==> config.mk <==
export PLATFORM = sky130hd
export DESIGN_NAME = cmp3_triple_loader
export DESIGN_NICKNAME = d
export VERILOG_FILES = /design/src/rtl/cmp3_triple_loader.sv
export SDC_FILE = /design/constraint.sdc
export NUM_CORES = 1
export LEC_CHECK = 0
export CAP_MARGIN = 10
export CORE_ASPECT_RATIO = 0.75
export CORE_MARGIN = 3
export CORE_UTILIZATION = 42
export DETAILED_ROUTE_END_ITERATION = 6
export PLACE_DENSITY_LB_ADDON = 0.15
export SLEW_MARGIN = 40
export SYNTH_ARGS = -nofsm -noshare
export SYNTH_HDL_FRONTEND = slang
export SYNTH_SLANG_ARGS = --single-unit
==> constraint.sdc <==
create_clock -name i_clk -period 1.68 [get_ports i_clk]
set_clock_uncertainty 0.2 [all_clocks]
set_input_delay 0.168 -clock i_clk [delete_from_list [all_inputs] [get_ports i_clk]]
set_output_delay 0.168 -clock i_clk [all_outputs]
set_load 0.02 [all_outputs]
==> src/rtl/cmp3_triple_loader.sv <==
// rtl/cmp3_triple_loader.sv - serial a/b/c operand loader and result reporter for the 3-bit comparator
// Optional feature macro: CMP3_LOADER_ABORT_EN (adds i_abort, which restarts a partial load)
module cmp3_triple_loader #(
  parameter int CNT_W = 8
) (
  input  logic             i_clk,
  input  logic             i_rst,
`ifdef CMP3_LOADER_ABORT_EN
  input  logic             i_abort,
`endif
  input  logic             i_in_valid,
  output logic             o_in_ready,
  input  logic [2:0]       i_in_data,
  output logic [2:0]       o_a,
  output logic [2:0]       o_b,
  output logic [2:0]       o_c,
  input  logic             i_cmp_out,
  output logic             o_res_valid,
  input  logic             i_res_ready,
  output logic             o_res_bit,
  output logic [CNT_W-1:0] o_res_index,
  output logic [CNT_W-1:0] o_hit_count
);

  typedef enum logic [2:0] {
    S_LOAD_A = 3'd0,
    S_LOAD_B = 3'd1,
    S_LOAD_C = 3'd2,
    S_EVAL   = 3'd3,
    S_REPORT = 3'd4
  } state_t;

  localparam logic [CNT_W-1:0] HIT_MAX = '1;

  state_t           r_state;
  state_t           w_state_next;
  logic [2:0]       r_a;
  logic [2:0]       r_b;
  logic [2:0]       r_c;
  logic             r_res_bit;
  logic [CNT_W-1:0] r_res_index;
  logic [CNT_W-1:0] r_hit_count;

  logic             w_abort;
  logic             w_in_ready;
  logic             w_res_valid;
  logic             w_load_a;
  logic             w_load_b;
  logic             w_load_c;
  logic             w_eval;
  logic             w_res_take;

`ifdef CMP3_LOADER_ABORT_EN
  assign w_abort = i_abort;
`else
  assign w_abort = 1'b0;
`endif

  // State register; reset always lands in LOAD_A with nothing pending
  always_ff @(posedge i_clk) begin
    if (i_rst) begin
      r_state <= S_LOAD_A;
    end else begin
      r_state <= w_state_next;
    end
  end

  // Next state, handshake outputs and per-register load strobes
  always_comb begin
    w_state_next = r_state;
    w_in_ready   = 1'b0;
    w_res_valid  = 1'b0;
    w_load_a     = 1'b0;
    w_load_b     = 1'b0;
    w_load_c     = 1'b0;
    w_eval       = 1'b0;
    w_res_take   = 1'b0;
    case (r_state)
      S_LOAD_A: begin
        // Ready is held low during reset so nothing is taken from upstream then
        w_in_ready = ~i_rst & ~w_abort;
        if (w_abort) begin
          w_state_next = S_LOAD_A;
        end else if (i_in_valid && w_in_ready) begin
          w_load_a     = 1'b1;
          w_state_next = S_LOAD_B;
        end
      end
      S_LOAD_B: begin
        w_in_ready = ~i_rst & ~w_abort;
        if (w_abort) begin
          w_state_next = S_LOAD_A;
        end else if (i_in_valid && w_in_ready) begin
          w_load_b     = 1'b1;
          w_state_next = S_LOAD_C;
        end
      end
      S_LOAD_C: begin
        w_in_ready = ~i_rst & ~w_abort;
        if (w_abort) begin
          w_state_next = S_LOAD_A;
        end else if (i_in_valid && w_in_ready) begin
          w_load_c     = 1'b1;
          w_state_next = S_EVAL;
        end
      end
      S_EVAL: begin
        // Operands have been stable for a full cycle; sample the comparator now
        w_eval       = 1'b1;
        w_state_next = S_REPORT;
      end
      S_REPORT: begin
        w_res_valid = 1'b1;
        if (i_res_ready) begin
          w_res_take   = 1'b1;
          w_state_next = S_LOAD_A;
        end
      end
      default: begin
        w_state_next = S_LOAD_A;
      end
    endcase
  end

  // Operand registers only change on their own transfer, never on abort
  always_ff @(posedge i_clk) begin
    if (i_rst) begin
      r_a <= 3'd0;
      r_b <= 3'd0;
      r_c <= 3'd0;
    end else begin
      if (w_load_a) r_a <= i_in_data;
      if (w_load_b) r_b <= i_in_data;
      if (w_load_c) r_c <= i_in_data;
    end
  end

  // Capture the comparator result at the end of EVAL; held through REPORT
  always_ff @(posedge i_clk) begin
    if (i_rst) begin
      r_res_bit <= 1'b0;
    end else if (w_eval) begin
      r_res_bit <= i_cmp_out;
    end
  end

  // Saturating count of true results; sticks at all-ones instead of wrapping
  always_ff @(posedge i_clk) begin
    if (i_rst) begin
      r_hit_count <= '0;
    end else if (w_eval && i_cmp_out && (r_hit_count != HIT_MAX)) begin
      r_hit_count <= r_hit_count + 1'b1;
    end
  end

  // Result index advances once the consumer takes the result, wrapping naturally
  always_ff @(posedge i_clk) begin
    if (i_rst) begin
      r_res_index <= '0;
    end else if (w_res_take) begin
      r_res_index <= r_res_index + 1'b1;
    end
  end

  assign o_in_ready  = w_in_ready;
  assign o_res_valid = w_res_valid;
  assign o_a         = r_a;
  assign o_b         = r_b;
  assign o_c         = r_c;
  assign o_res_bit   = r_res_bit;
  assign o_res_index = r_res_index;
  assign o_hit_count = r_hit_count;

endmodule

=== Word-level counts from Yosys, hierarchy flattened ===
Index checks and enable logic that the tools add are counted.

* Input port bits: 8
* Flip-flop bits (word level): 29
* Word-level logic and storage cells: 39

* Add/sub/neg operators: 2
* Equality and inequality tests: 9
* Bitwise gates (word level): 1
* Reductions and logical operators: 6
* Multiplexer cells: 14

{| class="wikitable"
|+ Operators with widths
! cell !! count
|-
| $add 8x1->8 const B || 2
|-
| $pmux 3 s5 || 1
|-
| $mux 3 || 4
|-
| $mux 1 || 9
|-
| $ne 2x2->1 const B || 4
|-
| $ne 8x8->1 const B || 1
|-
| $eq 3x2->1 const B || 2
|-
| $reduce_and 4->1 || 1
|-
| $eq 3x1->1 const B || 1
|-
| $eq 3x3->1 const B || 1
|-
| $logic_and 1x1->1 || 3
|-
| $logic_not 3->1 || 1
|-
| $reduce_or 3->1 || 1
|-
| $not 1->1 || 1
|}

=== Logic depth before layout (Yosys ltp) ===
Gate-level depths: netlist (run 1).

* Depth in word-level cells: 4
* Mapped depth: 5

=== Least setup slack after synthesis (run 1) ===
No wires, ideal clock.

* Kind: reg2reg
* Start: register r_hit_count[0] (netlist: o_hit_count[0])
* End: register r_hit_count[1] (netlist: o_hit_count[1])
* Path slack: -0.095 ns
* Clock period less this slack: 1.775 ns
* Data arrival time: 1.448 ns
* Data required time: 1.352 ns
* Cell stages (with the launch flop): 6
* Library setup time: 0.128 ns
* Path buffers: 0
* Path through: dfxtp_1 ha_1 nand3_1 o21ai_0 mux2i_1 nor2_1

* Longest elaborated chain between the ends: 2
* Elaborated cells on any way between the ends: 3
* Those cells by class: 1 x add/sub; 1 x eq/ne; 1 x reduce/logical

{| class="wikitable"
|+ Ends and longest elaborated chain
! item !! RTL line !! text
|-
| from (decl) || 42 || <nowiki>logic [CNT_W-1:0] r_hit_count;</nowiki>
|-
| from (signal assigned) || 152 || <nowiki>r_hit_count <= r_hit_count + 1'b1;</nowiki>
|-
| parallel branches: the longest is 2 deep, another holds $add 8x1->8 || - ||
|}

Several ways; the timed one is not identified.
A chain may end at the register's enable or synchronous reset.

=== Worst setup path in the final report (run 1) ===
* Start: register r_res_index[4] (netlist: o_res_index[4])
* End: output o_res_index[4]

{| class="wikitable"
|+ RTL lines
! item !! RTL line !! text
|-
| from (decl) || 41 || <nowiki>logic [CNT_W-1:0] r_res_index;</nowiki>
|-
| from (signal assigned) || 161 || <nowiki>r_res_index <= r_res_index + 1'b1;</nowiki>
|-
| to (decl) || 21 || <nowiki>output logic [CNT_W-1:0] o_res_index,</nowiki>
|}

No word-level cell between the ends.

==> results of run 1 <==
==> cells in the final DEF, fill, tap and decap left out, types with 2 or more instances in the layout <==
cell and n:
dfxtp_1 28, clkdlybuf4s50_1 20, buf_4 18, nand2_1 15
nor2_1 15, a21oi_1 8, dlygate4sd2_1 8, nor3_1 7
xor2_1 7, clkbuf_8 7, dlymetal6s2s_1 6, nand2b_1 5
nor2b_1 5, nand3_1 5, and3_1 4, o21ai_0 4
mux2i_1 4, xnor2_1 4, nand4_1 3, mux2_2 3
nor3b_2 2, o211ai_1 2, inv_1 2, ha_1 2
==> worst min-delay path: stages (launching register included) <==
cell and delay, ps:
dfxtp_1 310, nand2_1 50, a21oi_1 60
==> metrics by stage <==
step	TNS (ps)	setup WS (ps)	std cells	hold WS [ps]	util, %
final	0	48.3	234	269	69.5
after global routing	0	0.782	234	294	69.5
after CTS	0	9.02	234	266	68.3
after detailed placement	-579	-129	226	254	65.0
after global placement	-449	-133	226	250	65.0
after floorplan	0	27.3	143	76.6	-
==> repair_timing <==
action	in CTS	in global routing
cloned	0	0
endpoints found under the setup margin	9	20
resized for setup	11	10
==> flip-flops by register name, summed over array words and instances, names as in the netlist <==
name	cells
o_res_bit	1
o_b	3
o_hit_count	8
o_c	3
r_state	3
o_res_index	8
o_a	3
==> where the power goes <==
| part | internal (W) | switching, W |
|---|---|---|
| Clock | 0.000369 | 0.000248 |
| Sequential | 0.000700 | 0.0000102 |
| Combinational | 0.0000704 | 0.0000621 |
==> per-layer routing <==
metal / global-route usage (%) / vias up
li1: - / 605
met2: 28.8 / 30
met1: 21.7 / 548
met3: 5.97 / 5
met4: 4.78 / 0
met5: 0 / -
==> cell usage after synthesis <==
| cell type | instances | area share (%) |
|---|---|---|
| a211oi_1 | 1 | 0.58 |
| a21oi_1 | 8 | 3.1 |
| and3_1 | 4 | 1.9 |
| and4b_2 | 1 | 0.87 |
| and4bb_2 | 1 | 0.97 |
| buf_2 | 2 | 0.77 |
| buf_6 | 1 | 0.87 |
| clkbuf_1 | 3 | 0.87 |
| dfxtp_1 | 29 | 45 |
| ha_1 | 2 | 1.9 |
| inv_1 | 2 | 0.58 |
| mux2_2 | 3 | 2.6 |
| mux2i_1 | 4 | 3.1 |
| nand2_1 | 15 | 4.4 |
| nand2b_1 | 5 | 2.4 |
| nand3_1 | 6 | 2.3 |
| nand3b_1 | 1 | 0.58 |
| nand4_1 | 3 | 1.5 |
| nand4_2 | 1 | 0.97 |
| nand4b_1 | 1 | 0.68 |
| nand4bb_1 | 1 | 0.87 |
| nor2_1 | 15 | 4.4 |
| nor2b_1 | 5 | 2.4 |
| nor3_1 | 7 | 2.7 |
| nor3b_1 | 2 | 1.2 |
| o211ai_1 | 2 | 1.2 |
| o211ai_4 | 1 | 1.6 |
| o21ai_0 | 5 | 1.9 |
| or3_1 | 1 | 0.48 |
| xnor2_1 | 4 | 2.7 |
| xor2_1 | 7 | 4.7 |
==> kinds of logic (layout without fill, tap and decap cells) <==
| group | Yosys count | count (layout) |
|---|---|---|
| xor gates and xnor gates | 11 | 11 |
| muxes | 7 | 7 |
| AOI/OAI and AO/OA | 17 | 17 |
| and+or+nand+nor | 69 | 69 |
| adders and majority gates | 2 | 2 |
| buffers and inverters | 8 | 63 |
| DFF | 29 | 29 |
==> final cells by class <==
| cell class | count | area (µm²) |
|---|---|---|
| fillers | 221 | 843 |
| clock buffers | 7 | 96.3 |
| flip-flops and latches | 29 | 582 |
| multi-input cells | 106 | 692 |
| well taps | 36 | 45.0 |
| clock inverters | 1 | 5.00 |
| inverters | 2 | 7.51 |
| repair buffers | 53 | 492 |
==> worst paths after layout <==
| path | startpoint | to | slack (ps) | cells past startpoint |
|---|---|---|---|---|
| worst min register to register | o_a[0] | o_a[0] | 270 | 2 |
| worst min-delay path | o_a[0] | o_a[0] | 270 | 2 |
| worst max register to register | r_state[2] | o_hit_count[1] | 70 | 6 |
| worst max-delay path | o_res_index[4] | o_res_index[4] | 50 | 1 |
==> flow_metrics.tcl, run 1 <==
set metrics [dict create \
    routed_via_density 5.08 \
    clkSlewWorstSetupHoldPaths_ps 60 \
    cts_tree "built" \
    dp_hpwl_mm 2.17 \
    ys_seq_area_share_pct 44.9 \
    drc 0 \
    finalHoldViolations 0 \
    gp_congestion 0.807 \
    routed-via-count 1188 \
    nNetsFinal 207 \
    drt_iter0_markers 35 \
    synthSimpleGateAreaFrac_pct 28.5 \
    clock-sinks 29 \
    grt_use_total_pct 17.3 \
    dieHeight_um 54.1 \
    areaGrowthSynthToFinish_pct 48.4 \
    crit_path_start_kind "register" \
    tightest_slew_ps 275 \
    htreeDepth 2 \
    wl_met2_mm 1.36 \
    path_cells "clkdlybuf4s50_1" \
    grt_max_degree 13 \
    rsz0062_at_grt "false" \
    wl_met3_um 186 \
    cts-root-buf "clkbuf_8" \
    m1WireLength_mm 1.45 \
    ctsLongestPathBuffers 2 \
    place_area_um2 1800 \
    synth_compound_area_share_pct 8.41 \
    grt-ovfl-total 0 \
    boundaryPins 36 \
    antenna_left 0 \
    io_buffers 35 \
    fin_area_um2 1920 \
    finalPower_w 0.00146 \
    fp.coreArea_um2 2760 \
    period_needed_ps 1630 \
    drtPass1Iterations 4 \
    crit_type "reg -> out" \
    syn_area_um2 1290 \
    top_layer "met4" \
    start_util_pct 46.8 \
    crit_family "buffers and inverters" \
    cts_buffers 5 \
    synth_top_family_by_area "simple AND/OR/NAND/NOR gates" \
    max_cap_violations 0 \
    grt_first_pass_wirelength_mm 5.10 \
    wl_per_cell_um 12.9 \
    syn_inst 143 \
    post-route-period-util_pct 97.1 \
    cellLeakagePower_nw 0.875 \
    path_max_fanout 4 \
    vdd.ir_drop.worst_uv 548 \
    synthesis.nets 153 \
    yosysUniqueCellTypes 31 \
    slew_violations 0 \
    max_freq_ghz 0.613 \
    cts_setup_buffers 0 \
    wl_mm 3.02 \
    clk_latency_ps 270 \
    ctsHoldBuffers 0 \
    n_antenna_cell 0 \
    min_path_type "reg -> reg" \
    drive_gt1_share_pct 19.7 \
    avgSynthCellArea_um2 9.05 \
    antenna_found_initial 0 \
    status "complete, no violations" \
    required_ps 1310 \
    cp-end-kind "primary output" \
    yosys-mux-area-fraction_pct 5.71 \
    yosysWarnings 0 \
    crit_slowest_cell "clkdlybuf4s50_1" \
    ys_ff_latch 29 \
    first_global_vias 1151 \
    yosys.area_share.adder_pct 1.93 \
    worstPathArrival_ps 1260 \
    num_rows 16 \
    crit_buf_inv 1 \
    max_stage_delay_ps 620 \
    setup_viol_count_final 0 \
    dieArea_um2 3790 \
    die_w_um 70.1 \
    p_per_area_nw_per_um2 761 \
    slew_headroom_pct 81.5 \
    synthXorXnorAreaFrac_pct 7.45 \
]
Note: power is estimated with default switching activity, not from simulation.
==> run 2, diff against run 1 <==
--- a/config.mk
+++ b/config.mk
@@ -7,7 +7,6 @@
 export LEC_CHECK = 0
 export CAP_MARGIN = 10
 export CORE_ASPECT_RATIO = 0.75
-export CORE_MARGIN = 3
 export CORE_UTILIZATION = 42
 export DETAILED_ROUTE_END_ITERATION = 6
 export PLACE_DENSITY_LB_ADDON = 0.15
==> run 2 against run 1 <==
Worst hold slack lost 1.5 ps; register-to-register slack better by 20 ps; sequential share of layout area down 0.080 points; final area rose by 0.91%; maximum frequency grew 0.38%; non-clock buffer count up 1; wire length decreased by 4.1%; die area decreased by 13%; critical path depth is the same; clock power rose by 1%; critical path type unchanged.
==> flow_metrics.tcl, run 2 (synthesis gave the netlist of run 1 again) <==
set metrics [dict create \
    fin_area_um2 1940 \
    final_cell_mix "dfxtp_1 (27), clkdlybuf4s50_1 (20), buf_4 (19)" \
    gp_congestion 0.733 \
    boundaryPins 36 \
    path_max_fanout 3 \
    die_w_um 66.1 \
    crit_type "reg -> out" \
    layout_commonest_cell "dfxtp_1" \
    clk_latency_ps 280 \
    drtPass1Iterations 4 \
    drt_iter0_markers 25 \
    antenna_left 0 \
    cp-end-kind "primary output" \
    clock-sinks 29 \
    cts_buffers 5 \
    fp.coreArea_um2 2940 \
    max_freq_ghz 0.615 \
    min_path_type "reg -> reg" \
    start_util_pct 44.1 \
    cellLeakagePower_nw 0.883 \
    num_rows 17 \
    htreeDepth 2 \
    finalPower_w 0.00147 \
    grt_use_total_pct 19.8 \
    required_ps 1310 \
    dp_hpwl_mm 2.09 \
    dieArea_um2 3310 \
    whs_ps 268 \
    io_buffers 35 \
    p_per_area_nw_per_um2 758 \
    finalHoldViolations 0 \
    slew_headroom_pct 84.2 \
    n_antenna_cell 0 \
    routed-via-count 1163 \
    max_cap_violations 0 \
    drive_gt1_share_pct 21.6 \
    ctsLongestPathBuffers 2 \
    power_frac_seq_pct 48.3 \
    grt_first_pass_wirelength_mm 4.76 \
    vdd.ir_drop.worst_uv 584 \
    wl_mm 2.89 \
    dieHeight_um 50.1 \
    path_cells "clkdlybuf4s50_1" \
    antenna_found_initial 0 \
    fin_tns_setup_ps 0 \
    wl_per_cell_um 12.2 \
    crit_buf_inv 1 \
    tightest_slew_ps 235 \
    finalNonFillerCells 237 \
    power_frac_comb_pct 9.1 \
    period_needed_ps 1630 \
    cts-root-buf "clkbuf_8" \
    max_stage_delay_ps 620 \
    p_sw_w 0.000328 \
    dp.cells 229 \
    cts_setup_buffers 0 \
    ctsHoldBuffers 0 \
    clkSlewWorstSetupHoldPaths_ps 60 \
    power.internal_w 0.00114 \
    areaGrowthSynthToFinish_pct 49.7 \
    setup_viol_count_final 0 \
    crit_slowest_cell "clkdlybuf4s50_1" \
    nNetsFinal 208 \
    crit_family "buffers and inverters" \
    p_sw_share_pct 22.3 \
    grt-ovfl-total 0 \
    power.share.clock_pct 42.6 \
    post-route-period-util_pct 96.8 \
    crit_path_start_kind "register" \
    grt_max_degree 22 \
    drc 0 \
    place_area_um2 1810 \
    worstPathArrival_ps 1260 \
    routed_via_density 4.91 \
    first_global_vias 1079 \
    slew_violations 0 \
    status "complete, no violations" \
    cts_tree "built" \
]
-- run 2: power by group through the flow --
stage               clock network, W  registers (W)  logic (W)
floorplan                          0       0.000730  0.0000523
global placement                   0       0.000723   0.000132
detailed placement                 0       0.000724   0.000134
CTS                         0.000646       0.000709   0.000134
global route                0.000677       0.000709   0.000145
finish                      0.000625       0.000709   0.000134
-- run 2: stage by stage --
stage	utilization (%)	setup WS, ps
finish	66.0	54.6
floorplan	-	27.3
CTS	64.7	2.09
detailed placement	61.5	-142
global route	66.0	-19.2
global placement	61.5	-215
-- run 2: what timing repair did --
action / 4_1_cts / 5_1_grt
endpoints found under the hold margin: 0 / 0
pin swaps: 0 / 1
gates cloned: 0 / 0
setup endpoints to repair: 9 / 15
gates resized for setup: 10 / 17
-- run 2: final cells by class --
type	count	area (µm²)
Fill cell	234	998
Clock inverter	1	5.00
Tap cell	38	47.5
Clock buffer	7	96.3
Sequential cell	29	586
Inverter	2	7.51
Timing Repair Buffer	54	493
Multi-Input combinational cell	106	702
-- run 2: worst paths after layout --
| path | slack [ps] | end | from | cells after the start |
|---|---|---|---|---|
| worst max-delay path | 50 | o_res_index[6] | o_res_index[6] | 1 |
| worst min-delay path | 270 | o_a[2] | o_a[2] | 2 |
| worst max register to register | 90 | o_a[1] | r_state[2] | 7 |
| worst min register to register | 270 | o_a[2] | o_a[2] | 2 |
-- run 2: metal layers --
layer  GRT usage [%]  routed length (µm)  vias up
met1            24.2                1390      529
met3            7.64                 181        5
met2            29.9                1290       28
met5               0                   0        -
li1                -                   -      601
met4            9.93                  36        0
